===== config.mk =====
export PLATFORM = sky130hd
export DESIGN_NAME = hazard_scoreboard_flat
export DESIGN_NICKNAME = d
export VERILOG_FILES = /design/src/rtl/hazard_scoreboard_if.sv /design/src/rtl/hazard_scoreboard.sv /design/src/flat_wrapper.sv
export SDC_FILE = /design/constraint.sdc
export NUM_CORES = 1
export LEC_CHECK = 0
export BUFFER_PORTS_ARGS = -buffer_cell sky130_fd_sc_hd__buf_2
export CELL_PAD_IN_SITES_DETAIL_PLACEMENT = 1
export CELL_PAD_IN_SITES_GLOBAL_PLACEMENT = 1
export CORE_ASPECT_RATIO = 0.9
export CORE_UTILIZATION = 38
export DETAILED_ROUTE_END_ITERATION = 8
export PLACE_DENSITY = 0.93
export SYNTH_ARGS = -nofsm -noshare
export SYNTH_HDL_FRONTEND = slang
export SYNTH_SLANG_ARGS = --single-unit
export TNS_END_PERCENT = 10

===== constraint.sdc =====
create_clock -name clk -period 5.56 [get_ports clk]
set_clock_uncertainty 0.1 [all_clocks]
set_input_delay 0.278 -clock clk [delete_from_list [all_inputs] [get_ports clk]]
set_output_delay 0.278 -clock clk [all_outputs]
set_load 0.02 [all_outputs]

===== src/rtl/hazard_scoreboard_if.sv =====
// Decode-side bundle for the RAW hazard unit: operand reads, forward buses,
// issue/retire tracking and the merged results/stall returned to decode.
interface hazard_scoreboard_if #(
    parameter int NRD = 2,
    parameter int NST = 3,
    parameter int DW  = 32
);
    logic [NRD-1:0]    rd_en;
    logic [5*NRD-1:0]  rd_addr;
    logic [DW*NRD-1:0] rf_rdata;
    logic [NST-1:0]    st_we;
    logic [5*NST-1:0]  st_dest;
    logic [NST-1:0]    st_fwd_valid;
    logic [DW*NST-1:0] st_fwd_data;
    logic              issue_fire;
    logic              issue_we;
    logic [4:0]        issue_dest;
    logic              retire_we;
    logic [4:0]        retire_dest;
    logic              flush;
    logic [DW*NRD-1:0] rd_value;
    logic              stall;
    logic              issue_full;
    logic [31:0]       stall_cycles;

    modport master (
        output rd_en, rd_addr, rf_rdata, st_we, st_dest, st_fwd_valid, st_fwd_data,
        output issue_fire, issue_we, issue_dest, retire_we, retire_dest, flush,
        input  rd_value, stall, issue_full, stall_cycles
    );

    modport slave (
        input  rd_en, rd_addr, rf_rdata, st_we, st_dest, st_fwd_valid, st_fwd_data,
        input  issue_fire, issue_we, issue_dest, retire_we, retire_dest, flush,
        output rd_value, stall, issue_full, stall_cycles
    );
endinterface


===== src/rtl/hazard_scoreboard.sv =====
// Read-after-write hazard unit: youngest-stage forwarding per read port plus
// per-register pending-write counters for producers invisible on the forward buses.
module hazard_scoreboard #(
    parameter int NRD   = 2,
    parameter int NST   = 3,
    parameter int CNT_W = 2,
    parameter int DW    = 32
) (
    input  logic                 clk,
    input  logic                 resetn,
    hazard_scoreboard_if.slave   bus
);

    logic [CNT_W-1:0]  r_pend_cnt [1:31];
    logic [31:0]       r_stall_cycles;
    logic [31:0]       w_pend_nz;
    logic [31:0]       w_pend_full;
    logic [NRD-1:0]    w_port_stall;
    logic [DW*NRD-1:0] w_rd_value;
    logic              w_issue_full;
    logic              w_stall;
    logic              w_inc;
    logic              w_dec;

    always_comb begin
        w_pend_nz   = '0;
        w_pend_full = '0;
        for (int r = 1; r < 32; r++) begin
            w_pend_nz[r]   = |r_pend_cnt[r];
            w_pend_full[r] = &r_pend_cnt[r];
        end
    end

    for (genvar k = 0; k < NRD; k++) begin : g_port
        logic [4:0]    w_a;
        logic          w_hit;
        logic          w_hit_rdy;
        logic [DW-1:0] w_hit_data;
        logic          w_pstall;
        logic [DW-1:0] w_val;

        assign w_a = bus.rd_addr[5*k +: 5];

        // Walk oldest to youngest so the youngest matching stage overrides.
        always_comb begin
            w_hit      = 1'b0;
            w_hit_rdy  = 1'b0;
            w_hit_data = '0;
            for (int j = NST - 1; j >= 0; j--) begin
                if (bus.st_we[j] && (bus.st_dest[5*j +: 5] == w_a)) begin
                    w_hit      = 1'b1;
                    w_hit_rdy  = bus.st_fwd_valid[j];
                    w_hit_data = bus.st_fwd_data[DW*j +: DW];
                end
            end
        end

        always_comb begin
            w_pstall = 1'b0;
            w_val    = bus.rf_rdata[DW*k +: DW];
            if (bus.rd_en[k] && (w_a != 5'd0)) begin
                if (w_hit) begin
                    if (w_hit_rdy) w_val = w_hit_data;
                    else           w_pstall = 1'b1;
                end else if (w_pend_nz[w_a]) begin
                    w_pstall = 1'b1;
                end
            end
        end

        assign w_port_stall[k]          = w_pstall;
        assign w_rd_value[DW*k +: DW]   = w_val;
    end

    assign w_issue_full = bus.issue_we && (bus.issue_dest != 5'd0) && w_pend_full[bus.issue_dest];
    assign w_stall      = (|w_port_stall) || w_issue_full;
    assign w_inc        = bus.issue_fire && bus.issue_we && (bus.issue_dest != 5'd0);
    assign w_dec        = bus.retire_we && (bus.retire_dest != 5'd0);

    always_ff @(posedge clk) begin
        if (!resetn) begin
            r_stall_cycles <= '0;
            for (int r = 1; r < 32; r++) r_pend_cnt[r] <= '0;
        end else begin
            if (w_stall) r_stall_cycles <= r_stall_cycles + 32'd1;
            // Flush clears tracking but leaves the performance counter alone.
            for (int r = 1; r < 32; r++) begin
                if (bus.flush) begin
                    r_pend_cnt[r] <= '0;
                end else if (w_inc && (bus.issue_dest == 5'(r)) && w_dec && (bus.retire_dest == 5'(r))) begin
                    r_pend_cnt[r] <= r_pend_cnt[r];
                end else if (w_inc && (bus.issue_dest == 5'(r)) && !w_pend_full[r]) begin
                    r_pend_cnt[r] <= r_pend_cnt[r] + 1'b1;
                end else if (w_dec && (bus.retire_dest == 5'(r)) && w_pend_nz[r]) begin
                    r_pend_cnt[r] <= r_pend_cnt[r] - 1'b1;
                end
            end
        end
    end

    assign bus.rd_value     = w_rd_value;
    assign bus.stall        = w_stall;
    assign bus.issue_full   = w_issue_full;
    assign bus.stall_cycles = r_stall_cycles;

endmodule


===== src/flat_wrapper.sv =====
// flat-port wrapper written by rule: the top's interface ports become plain ports
module hazard_scoreboard_flat 
#(
    parameter int NRD   = 2,
    parameter int NST   = 3,
    parameter int CNT_W = 2,
    parameter int DW    = 32
)
  (clk, resetn, bus_rd_en, bus_rd_addr, bus_rf_rdata, bus_st_we, bus_st_dest, bus_st_fwd_valid, bus_st_fwd_data, bus_issue_fire, bus_issue_we, bus_issue_dest, bus_retire_we, bus_retire_dest, bus_flush, bus_rd_value, bus_stall, bus_issue_full, bus_stall_cycles);
  hazard_scoreboard_if #(.NRD(NRD), .NST(NST), .DW(DW)) bus_i ();
  input  logic clk;
  input  logic resetn;
  input wire logic [$bits(bus_i.rd_en)-1:0] bus_rd_en;
  input wire logic [$bits(bus_i.rd_addr)-1:0] bus_rd_addr;
  input wire logic [$bits(bus_i.rf_rdata)-1:0] bus_rf_rdata;
  input wire logic [$bits(bus_i.st_we)-1:0] bus_st_we;
  input wire logic [$bits(bus_i.st_dest)-1:0] bus_st_dest;
  input wire logic [$bits(bus_i.st_fwd_valid)-1:0] bus_st_fwd_valid;
  input wire logic [$bits(bus_i.st_fwd_data)-1:0] bus_st_fwd_data;
  input wire logic [$bits(bus_i.issue_fire)-1:0] bus_issue_fire;
  input wire logic [$bits(bus_i.issue_we)-1:0] bus_issue_we;
  input wire logic [$bits(bus_i.issue_dest)-1:0] bus_issue_dest;
  input wire logic [$bits(bus_i.retire_we)-1:0] bus_retire_we;
  input wire logic [$bits(bus_i.retire_dest)-1:0] bus_retire_dest;
  input wire logic [$bits(bus_i.flush)-1:0] bus_flush;
  output wire logic [$bits(bus_i.rd_value)-1:0] bus_rd_value;
  output wire logic [$bits(bus_i.stall)-1:0] bus_stall;
  output wire logic [$bits(bus_i.issue_full)-1:0] bus_issue_full;
  output wire logic [$bits(bus_i.stall_cycles)-1:0] bus_stall_cycles;
  assign bus_i.rd_en = bus_rd_en;
  assign bus_i.rd_addr = bus_rd_addr;
  assign bus_i.rf_rdata = bus_rf_rdata;
  assign bus_i.st_we = bus_st_we;
  assign bus_i.st_dest = bus_st_dest;
  assign bus_i.st_fwd_valid = bus_st_fwd_valid;
  assign bus_i.st_fwd_data = bus_st_fwd_data;
  assign bus_i.issue_fire = bus_issue_fire;
  assign bus_i.issue_we = bus_issue_we;
  assign bus_i.issue_dest = bus_issue_dest;
  assign bus_i.retire_we = bus_retire_we;
  assign bus_i.retire_dest = bus_retire_dest;
  assign bus_i.flush = bus_flush;
  assign bus_rd_value = bus_i.rd_value;
  assign bus_stall = bus_i.stall;
  assign bus_issue_full = bus_i.issue_full;
  assign bus_stall_cycles = bus_i.stall_cycles;
  hazard_scoreboard #(.NRD(NRD), .NST(NST), .CNT_W(CNT_W), .DW(DW)) u_core (.clk(clk), .resetn(resetn), .bus(bus_i));
endmodule

Yosys cells after proc, flatten, opt, wreduce, memory -nomap -nowiden
Memories as Yosys holds them, arrays and structs flattened.
Cells that the tools add are included.
Widths: inputs -> output; s select.
{"block": "totals", "regBits": 32, "ramBits": 62, "output_inout_bits": 98, "memories": 1}
{"memory": "u_core.r_pend_cnt", "words": 31, "width": 2, "rd": 31, "rd_ports_with_merged_regs": 0, "write_ports": 31, "line": "hazard_scoreboard.sv:14", "text": "logic [CNT_W-1:0] r_pend_cnt [1:31];"}
{"block": "op_classes", "add_sub_neg": 63, "magnitude_cmp": 3, "n_eq_ne": 68, "n_mux": 631, "n_bitwise": 124, "n_reduce_logical": 298}
{"cell": "$mux 1", "n": 492}
{"cell": "$mux 32", "n": 12}
{"cell": "$mux 2", "n": 124}
{"cell": "$logic_and 1x1->1", "n": 199}
{"cell": "$eq 5x5->1 const B", "n": 32}
{"cell": "$or 1x1->1", "n": 124}
{"cell": "$eq 5x4->1 const B", "n": 16}
{"cell": "$reduce_or 2->1", "n": 32}
{"cell": "$add 2x1->2 const B", "n": 31}
{"cell": "$reduce_and 2->1", "n": 31}
{"cell": "$sub 2x1->2 const B", "n": 31}
{"cell": "$eq 5x3->1 const B", "n": 8}
{"cell": "$add 32x1->32 const B", "n": 1}
{"cell": "$logic_not 1->1", "n": 31}
{"cell": "$eq 5x5->1", "n": 6}
{"cell": "$eq 5x2->1 const B", "n": 4}
{"cell": "$reduce_bool 5->1", "n": 4}
{"cell": "$lt 5x6->1 const B", "n": 3}
{"cell": "$bmux 1 s5", "n": 3}
{"cell": "$eq 5x1->1 const B", "n": 2}
{"cell": "$logic_or 1x1->1", "n": 1}

Longest topological paths before layout
{"block": "depth", "ltp_word": 12, "mapped_depth": 12, "depth_no_buf": 10}

Worst setup path before layout
Ideal clock, no wire load.
{"block": "synth_path", "kind": "flip-flop to output port", "from": "memory u_core.r_pend_cnt[31][0]", "to": "output bus_stall", "t_arrival_ns": 2.470, "required_ns": 5.182, "setup_slack_ns": 2.712, "path_stages_with_launch": 10, "n_path_buf": 2, "cell_sequence": "edfxtp_1 -> ha_1 -> mux4_2 -> mux4_2 -> mux2i_1 -> nor2b_1 -> a211oi_4 -> buf_6 -> buf_8 -> inv_1"}
{"item": "start, declared", "line": "hazard_scoreboard.sv:14"}
{"item": "end, declared", "line": "flat_wrapper.sv:27", "text": "output wire logic [$bits(bus_i.stall)-1:0] bus_stall;"}

==> results.ini <==
[setup_path]
cp-start-kind = flop
path_class = flop to output pin
crit_chain = inv_1 -> ha_1 -> mux2i_1 -> a211o_1 -> a22o_1 -> nor4_1 -> a211oi_2 -> a211oi_4 -> inv_1 -> buf_2
cp_num_buf_inv = 3
crit_slowest_cell = a211oi_4
r2r_start = u_core.r_pend_cnt[3][0]
path_delay_family = compound AO/OA/AOI/OAI gates
reg2reg_depth = 11
max_stage_delay_ns = 0.81
endpoint_kind = output pin
crit_top_cell = inv_1
r2r-end = u_core.bus.stall_cycles[13]
path_max_fanout = 25
worstPathRequired_ns = 5.18
crit_arrival_ns = 3.45
ff2ff_setup_slack_ns = 1.74

[power]
leakage_nw = 4.700
power_per_cell_area_nw_per_um2 = 170.4
max-vdd-ir-drop_mv = 0.1896
power_mw = 1.940

[global_route]
grt_first_pass_wirelength_um = 59000
grt_pass1_vias = 10390
antenna_found_initial = 17
overflow = 0
grt_max_degree = 65
grt_use_total_pct = 30.30

[timing]
setup_viol = 0
max_slew_margin_pct = 26.60
worst_pin_slew_ns = 1.100
period_needed_ns = 3.824
hold_viol = 0
fin_tns_setup_ns = 0
drv_slew = 0
period_share_pct = 68.78
fmax_ghz = 0.2615
rsz0062_at_grt = false
fin_hold_ws_ns = 0.1406
final.setup.worst_slack_ns = 1.736

[synth]
avgSynthCellArea_um2 = 8.336
synth.net_count = 1398
yosys.area.top_type = edfxtp_1
synth_cells = 1126
synth_cell_types = 60
synth-edff-count = 62
synth_area_um2 = 9387
synth_ff_type = edfxtp_1
synth.ff_latch_count = 94
synthArstFlopShare_pct = 0
ys_warn_count = 0
synth_top_area_share_pct = 19.83
synth-seq-area-share_pct = 26.66
synth_area_leaders = edfxtp_1, ha_1, mux2_2

[cts]
cts_max_level = 3
cts_setup_buffers = 0
cts_tree = built
cts_buffers = 9
ctsResizeCount = 0
clockBufferDepth = 2
clk_latency_ns = 0.36
cts-root-buf = clkbuf_16
hold_buffers = 0
clk_pin_slew_ns = 0.07
cts_sinks = 94

[die]
fp.dieW_um = 167.7
core_area_um2 = 24260
rows = 54
die_h_um = 151.1
pin_count = 307
dieArea_um2 = 25330
initial_utilization_pct = 38.70

[final_layout]
final_common_cell = buf_2
area_growth_pct = 21.29
fin_nets = 1651
n_fill_cell = 3028
layout_common_cells = buf_2, nand2_1, o21ai_0
design_area_um2 = 11380
drive_above_1_share_pct = 30.42

[detailed_routing]
ant_nets = 0
vias = 10490
firstDrtPassIters = 6
routed_wl_um = 40080
viasPerCell = 6.123
dr.first_iter.drc_count = 1155
wire_per_inst_um = 23.40
drc = 0

[placement]
dp_slack_ns = 1.730
dp_hpwl_um = 31480
placed_cell_area_um2 = 11040
io_buffers = 306
globalplace.congestion = 0.9990

[hold_path]
worstHoldPathType = input pin to flop
worstHoldEndpoint = u_core.bus.stall_cycles[29]
holdPathStages = 2
min_from = resetn

[run]
maxCapViolCount = 0

[status]
outcome = completed

-- metal layers --
metal  wire length [µm]  GRT usage (%)
met2              20310          53.50
met4               1372          13.26
met5                 13              0
met1              15320          35.61
met3               3061          6.428
-- report_power, final --
group	switching, mW	internal (mW)
registers	0.0192	0.765
clock network	0.306	0.336
logic	0.315	0.197
-- per-stage QoR --
stage          utilization [%]  instances
2_1_floorplan                -       1126
3_3_place_gp             45.50       1676
3_5_place_dp             45.50       1676
4_1_cts                  46.72       1692
5_1_grt                  46.86       1706
6_report                 46.94       1713
-- how the worst max path moves through the flow --
stage,start,end,cells after the start
2_1_floorplan,u_core.r_pend_cnt[31][0],bus_stall,9
3_3_place_gp,bus_rd_addr[5],u_core.bus.stall_cycles[19],10
3_5_place_dp,bus_rd_addr[5],u_core.bus.stall_cycles[13],10
4_1_cts,u_core.r_pend_cnt[19][0],bus_stall,10
5_1_grt,u_core.r_pend_cnt[19][0],bus_stall,10
6_report,u_core.r_pend_cnt[3][0],bus_stall,10
-- cells by family (layout without fill, tap and decap cells) --
group / count (synthesis) / after routing / synth area share [%]
AO/OA/AOI/OAI: 290 / 290 / 20.53
adder cells (fa/ha/maj): 63 / 63 / 8.398
multiplexers: 96 / 96 / 13.97
flip-flops: 94 / 94 / 26.66
other: 0 / 21 / 0
AND/OR/NAND/NOR: 406 / 406 / 20.78
XOR/XNOR: 31 / 31 / 2.893
buffers and inverters: 146 / 404 / 6.772
-- final cells by class --
cell class                      instances  area [µm²]  area share [%]
Antenna cell                           21       52.55          0.4616
Clock buffer                           11       254.0           2.231
Multi-Input combinational cell        886        6265           55.03
Inverter                               70       262.8           2.308
Timing Repair Buffer                  318        1622           14.24
Tap cell                              308       385.4           3.385
Clock inverter                          5       41.29          0.3627
Sequential cell                        94        2502           21.98
-- cells in the mapped netlist (2+ instances only) --
master and n:
nand2_1 144, o21ai_0 118, nor2_1 91, inv_1 70, ha_1 63, edfxtp_1 62, mux2_2 57, clkbuf_1 49
a221o_1 32, a22oi_1 32, dfxtp_1 32, a21oi_1 30, a2111oi_0 27, nor4_1 24, nor3_1 22, xor2_1 21
mux4_2 18, nand3_1 18, mux2i_1 17, buf_2 16, nand4_1 16, or3_1 16, o21ai_1 14, or4_1 14
and2_1 12, nor2b_1 12, o31ai_1 11, and3_1 10, nand2b_1 10, xnor2_1 10, buf_6 7, and4_1 5
o21a_1 4, or2_2 4, a211oi_1 3, mux4_1 3, nor3b_1 3, a22o_1 2, a31oi_1 2, buf_1 2
o211ai_1 2, o311ai_1 2, or4b_1 2
-- sequential cells by signal (all words and copies together) (netlist names) --
signal / count
u_core.bus.stall_cycles: 32
u_core.r_pend_cnt: 62
No activity file was read; power rests on OpenSTA's default activity.
